`src/rtl/systolic_pkg.sv`:
```
// Shared definitions for the systolic array datapath: array size, default result width and
// the drain FSM state encoding.
package systolic_pkg;

  localparam int unsigned N                 = 4;
  localparam int unsigned AccumulateDefault = 32;

  typedef logic [1:0] drain_state_t;

  localparam drain_state_t StIdle    = 2'd0;
  localparam drain_state_t StWait    = 2'd1;
  localparam drain_state_t StCapture = 2'd2;
  localparam drain_state_t StDone    = 2'd3;

endpackage

```
`src/rtl/result_fifo.sv`:
```
// Synchronous FIFO with wrap-bit pointers; full/empty flags and a head that reads 0 when empty.
module result_fifo #(
  parameter int unsigned Width = 128,
  parameter int unsigned Depth = 4
) (
  input  logic             clk,
  input  logic             reset,
  input  logic             push,
  input  logic [Width-1:0] wdata,
  input  logic             pop,
  output logic [Width-1:0] rdata,
  output logic             full,
  output logic             empty
);

  localparam int unsigned AddrW = $clog2(Depth);

  logic [Width-1:0] mem_q [Depth];
  logic [AddrW:0]   wptr_q, rptr_q;
  logic             do_push, do_pop;

  assign empty = (wptr_q == rptr_q);
  assign full  = (wptr_q[AddrW] != rptr_q[AddrW]) &&
                 (wptr_q[AddrW-1:0] == rptr_q[AddrW-1:0]);

  // A push into a full FIFO only lands when the head leaves on the same edge.
  assign do_push = push && (!full || pop);
  assign do_pop  = pop && !empty;

  assign rdata = empty ? '0 : mem_q[rptr_q[AddrW-1:0]];

  always_ff @(posedge clk or negedge reset) begin
    if (!reset) begin
      wptr_q <= '0;
      rptr_q <= '0;
    end else begin
      if (do_push) wptr_q <= wptr_q + 1'b1;
      if (do_pop)  rptr_q <= rptr_q + 1'b1;
    end
  end

  always_ff @(posedge clk) begin
    if (do_push) mem_q[wptr_q[AddrW-1:0]] <= wdata;
  end

endmodule

```
`src/rtl/systolic_drain.sv`:
```
// South-edge collector: deskews the staggered column outputs of the 4x4 array into whole
// vectors, buffers them and streams them out over valid/ready.
module systolic_drain
  import systolic_pkg::*;
#(
  parameter int unsigned ACCUMULATE = AccumulateDefault,
  parameter int unsigned LAT        = 4,
  parameter int unsigned DEPTH      = 4,
  parameter int unsigned CNT_W      = 8
) (
  input  logic                           clk,
  input  logic                           reset,
  input  logic                           start,
  input  logic [CNT_W-1:0]               num_vectors,
  input  logic [N-1:0][ACCUMULATE-1:0]   result_buffer,
  output logic                           out_valid,
  input  logic                           out_ready,
  output logic [N-1:0][ACCUMULATE-1:0]   out_data,
  output logic                           busy,
  output logic                           done,
  output logic                           overflow
);

  localparam int unsigned WaitW = $clog2(LAT + 3);

  logic [2:0][ACCUMULATE-1:0] col0_q;
  logic [1:0][ACCUMULATE-1:0] col1_q;
  logic [ACCUMULATE-1:0]      col2_q;
  logic [N-1:0][ACCUMULATE-1:0] aligned;

  drain_state_t     state_q, state_d;
  logic [CNT_W-1:0] cnt_q, cnt_d;
  logic [WaitW-1:0] wait_q, wait_d;
  logic             overflow_q, overflow_d;
  logic             push, pop, fifo_full, fifo_empty;
  logic [N*ACCUMULATE-1:0] fifo_rdata;

  // Free-running deskew: column c is delayed 3-c cycles so all columns meet together.
  always_ff @(posedge clk or negedge reset) begin
    if (!reset) begin
      col0_q <= '0;
      col1_q <= '0;
      col2_q <= '0;
    end else begin
      col0_q <= {col0_q[1:0], result_buffer[0]};
      col1_q <= {col1_q[0], result_buffer[1]};
      col2_q <= result_buffer[2];
    end
  end

  assign aligned[0] = col0_q[2];
  assign aligned[1] = col1_q[1];
  assign aligned[2] = col2_q;
  assign aligned[3] = result_buffer[3];

  assign pop = out_valid && out_ready;

  always_comb begin
    state_d    = state_q;
    cnt_d      = cnt_q;
    wait_d     = wait_q;
    overflow_d = overflow_q;
    push       = 1'b0;
    case (state_q)
      StIdle, StDone: begin
        if (start) begin
          if (num_vectors == '0) begin
            state_d = StDone;
          end else begin
            state_d    = StWait;
            cnt_d      = num_vectors;
            wait_d     = '0;
            overflow_d = 1'b0;
          end
        end else begin
          state_d = StIdle;
        end
      end
      StWait: begin
        if (wait_q == WaitW'(LAT + 1)) state_d = StCapture;
        else                           wait_d  = wait_q + 1'b1;
      end
      StCapture: begin
        push  = 1'b1;
        cnt_d = cnt_q - 1'b1;
        if (cnt_q == CNT_W'(1)) state_d = StDone;
      end
      default: state_d = StIdle;
    endcase
    // The array cannot stall, so a vector that finds no room is lost and flagged.
    if (push && fifo_full && !pop) overflow_d = 1'b1;
  end

  always_ff @(posedge clk or negedge reset) begin
    if (!reset) begin
      state_q    <= StIdle;
      cnt_q      <= '0;
      wait_q     <= '0;
      overflow_q <= 1'b0;
    end else begin
      state_q    <= state_d;
      cnt_q      <= cnt_d;
      wait_q     <= wait_d;
      overflow_q <= overflow_d;
    end
  end

  result_fifo #(
    .Width (N * ACCUMULATE),
    .Depth (DEPTH)
  ) u_fifo (
    .clk   (clk),
    .reset (reset),
    .push  (push),
    .wdata (aligned),
    .pop   (pop),
    .rdata (fifo_rdata),
    .full  (fifo_full),
    .empty (fifo_empty)
  );

  assign out_valid = !fifo_empty;
  assign out_data  = fifo_rdata;
  assign busy      = (state_q == StWait) || (state_q == StCapture);
  assign done      = (state_q == StDone);
  assign overflow  = overflow_q;

endmodule

```
`config.mk`:
```
export PLATFORM = sky130hd
export DESIGN_NAME = systolic_drain
export DESIGN_NICKNAME = d
export VERILOG_FILES = /design/src/rtl/systolic_pkg.sv /design/src/rtl/result_fifo.sv /design/src/rtl/systolic_drain.sv
export SDC_FILE = /design/constraint.sdc
export NUM_CORES = 1
export LEC_CHECK = 0
export BUFFER_PORTS_ARGS = -buffer_cell sky130_fd_sc_hd__buf_2
export CAP_MARGIN = 0
export CORE_ASPECT_RATIO = 1.4
export CORE_MARGIN = 4
export CORE_UTILIZATION = 35
export CTS_BUF_LIST = sky130_fd_sc_hd__clkbuf_4 sky130_fd_sc_hd__clkbuf_8
export DETAILED_ROUTE_END_ITERATION = 10
export PLACE_DENSITY = 0.53
export SLEW_MARGIN = 20
export SYNTH_ARGS = -nofsm -noshare
export SYNTH_HDL_FRONTEND = slang
export SYNTH_SLANG_ARGS = --single-unit
export TNS_END_PERCENT = 1
```
`constraint.sdc`:
```
create_clock -name clk -period 11.5 [get_ports clk]
set_clock_uncertainty 0.1 [all_clocks]
set_input_delay 2.3 -clock clk [delete_from_list [all_inputs] [get_ports clk]]
set_output_delay 2.3 -clock clk [all_outputs]
set_load 0.005 [all_outputs]
```
==> reports/qor.yml <==
status:
  status: "completed"
global_route:
  grt.total_usage_pct: 13.7
  grt_max_degree: 130
  grt_pass1_wl_mm: 81.5
  grt_antenna_before_repair: 8
  overflow: 0
  grt_pass1_vias: 13500
critical_path:
  start_kind: "flip-flop"
  rr_worst_depth: 5
  cpMostUsedCell: "buf_4"
  reg2reg_from: "u_fifo.rptr_q[1]"
  cp_slowest_cell: "buf_4"
  crit_fanout: 44
  cp.required_ns: 9.10
  path_cells: "buf_4, buf_4, mux4_2, and2_1, buf_2"
  worstSetupPathType: "flip-flop to primary output"
  r2r_end: "u_fifo.mem_q[1][99]"
  cp.arrival_ns: 3.75
  crit_path_max_incr_delay_ns: 0.80
  end_kind: "primary output"
  r2r_slack_ns: 7.94
cells_and_area:
  seq_area_sq_mm: 0.0207
  final_area_sq_mm: 0.0305
  drive_gt1_share_pct: 40.1
  num-fill-cells: 6539
  fin_nets: 1663
  areaGrowthSynthToFinish_pct: 19.4
  multi_input_area_sq_mm: 0.00455
drt:
  wirelength_mm: 52.8
  via_count: 11900
  drt_iter0_markers: 488
  post_drt_via_cell_ratio: 4.63
  routedWlPerCell_microns: 20.6
  drc: 0
  dr.pass1.iters: 4
  drtAntennaViolNets: 0
placement:
  io_buffer_count: 271
  dpl_worst_slack_ns: 5.92
  dp_hpwl_mm: 30.2
  gp_congestion: 0.737
  place_area_sq_mm: 0.0280
timing:
  period_needed_ns: 6.15
  period_share_pct: 53.5
  worst_slew_pin_slew_ns: 0.989
  slew_headroom_pct: 34.1
  final.setup.tns_ns: 0
  rsz0062_at_grt: "false"
  max_freq_mhz: 163
  slew_violations: 0
  fin_hold_ws_ns: 0.238
  timing.final.ws_setup_ns: 5.35
  setup_viol: 0
  hold_viol: 0
synth:
  synth_ff_type: "edfxtp_1"
  avgSynthCellArea_sq_um: 22.1
  ys_top_cells_by_area: "edfxtp_1 60%, dfrtp_1 21%, mux4_2 11%, and2_1 3.2%, buf_6 0.62%"
  ys_ff_latch: 724
  netlist.area_leader.share_pct: 60.1
  async_flop_share_pct: 29.3
  netlist_instances: 1156
  synth_warnings: 0
  synth_edf_count: 512
  synth_seq_area_share_pct: 80.9
  syn_nets: 1308
  ys_types: 50
  yosys.area.top_type: "edfxtp_1"
  synth_area_sq_mm: 0.0256
hold_path:
  whs_endpoint: "aligned[12]"
  hold_class: "flip-flop to flip-flop"
  hold_start: "col0_q[44]"
  min_path_cells: 0
power:
  total_power_w: 0.00799
  pwr_density_cell_mw_per_mm2: 262
  peakVddDrop_mv: 0.195
  p_leak_nw: 11.2
clock_network:
  numCtsBuffers: 114
  cts_tree: "done"
  postCtsHoldBufs: 0
  cts.sinks: 724
  clkTransAtPathRegs_ns: 0.06
  cts_max_path_buffers: 3
  clock_latency_ns: 0.73
  cts_resized: 0
  postCtsSetupBuffers: 0
  htreeDepth: 3
  clockRootBuffer: "clkbuf_8"
floorplanning:
  die_w_microns: 236
  io_pins: 272
  die_area_sq_mm: 0.0775
  start_util_pct: 35.2
  num_rows: 117
  core-area_sq_mm: 0.0726
  die_h_microns: 328
flow_run:
  drv_cap: 0
## cell families (layout without fill, tap and decap cells)
| family | after synthesis | after routing | share of synthesized area (%) |
|---|---|---|---|
| AO/OA/AOI/OAI | 36 | 36 | 1.05 |
| other | 0 | 5 | 0 |
| AND/OR/NAND/NOR | 182 | 182 | 4.32 |
| multiplexers | 132 | 132 | 11.4 |
| flip-flops | 724 | 724 | 80.9 |
| adder cells (fa/ha/maj) | 12 | 12 | 0.587 |
| buffers and inverters | 62 | 516 | 1.47 |
| XOR/XNOR | 8 | 8 | 0.274 |
## layer usage
layer  part of all wire (%)  global-route usage [%]  vias to the layer above  routed length [microns]
li1                       -                       -                     5233                        -
met1                     41                    17.0                     6221                    21700
met4                    3.0                    5.64                        2                     1590
met2                     51                    23.5                      329                    27100
met3                    4.7                    2.94                      103                     2480
met5                  0.025                       0                        -                       13
## cell usage in the layout, fill, tap and decap left out, types with 8 or more instances in the layout
cell	n
edfxtp_1	512
buf_2	270
dfrtp_1	210
clkbuf_8	130
and2_1	129
mux4_2	128
clkbuf_4	57
nand2_1	15
buf_4	15
inv_1	14
ha_1	12
a21oi_1	8
nand3_1	8
clkinv_2	8
## state kept, by name, summed over array words and instances (netlist names)
signal	flops
u_fifo.rptr_q	3
state_q	2
wait_q	3
u_fifo.wptr_q	3
col1_q	32
col0_q	64
aligned	64
col2_q	32
u_fifo.mem_q	512
overflow	1
cnt_q	8
## worst max path at each step
| stage | from | endpoint | slack, ns | depth (start not counted) |
|---|---|---|---|---|
| after floorplan | out_ready | u_fifo.mem_q[0][0] | 2.82 | 4 |
| after global placement | u_fifo.rptr_q[0] | out_data[72] | 5.95 | 5 |
| after detailed placement | u_fifo.rptr_q[0] | out_data[72] | 5.92 | 5 |
| after CTS | u_fifo.rptr_q[0] | out_data[72] | 5.11 | 5 |
| after global routing | u_fifo.rptr_q[0] | out_data[72] | 4.97 | 5 |
| final | u_fifo.rptr_q[0] | out_data[77] | 5.35 | 5 |
## worst max-delay path: cells and delay by family (launching register included)
kind                   cells  cell delay (ns)
buffers and inverters      3             1.56
flip-flops                 1             0.59
AND/OR/NAND/NOR            1             0.18
multiplexers               1             0.60
## cells in the mapped netlist, types with 2 or more instances
master / count
xnor2_1: 5
ha_1: 12
and3_1: 3
nor3_1: 3
nor4_2: 3
a211oi_2: 2
mux2_2: 2
a31oi_1: 3
o21ai_0: 6
dfrtp_1: 212
nand3_1: 8
a22o_1: 2
edfxtp_1: 512
nand4_1: 2
buf_2: 26
nand2_1: 16
xor2_1: 3
clkbuf_2: 2
inv_1: 14
mux4_2: 128
nor2_1: 10
and2_1: 129
a21oi_1: 8
buf_6: 14
clkbuf_1: 5
a22oi_1: 2
## layout make-up
type | instances | area share, %
tap | 952 | 3.90
multi-input combinational | 370 | 14.9
inverter | 14 | 0.172
antenna | 5 | 0.0410
clock inverter | 28 | 1.05
sequential | 724 | 67.8
clock buffer | 187 | 7.26
timing repair buffer | 287 | 4.91
## metrics by stage
| step | std cells | util, % |
|---|---|---|
| floorplan | 1156 | - |
| global placement | 2347 | 38.5 |
| detailed placement | 2347 | 38.5 |
| CTS | 2562 | 42.0 |
| global route | 2566 | 42.0 |
| finish | 2567 | 42.1 |
## power breakdown
| group | switching, W | internal, W | total [W] |
|---|---|---|---|
| clock network | 0.000990 | 0.00136 | 0.00235 |
| registers | 0.000156 | 0.00321 | 0.00337 |
| logic | 0.00120 | 0.00108 | 0.00227 |
| total | 0.00234 | 0.00564 | 0.00799 |
No activity file was read; power rests on OpenSTA's default activity.
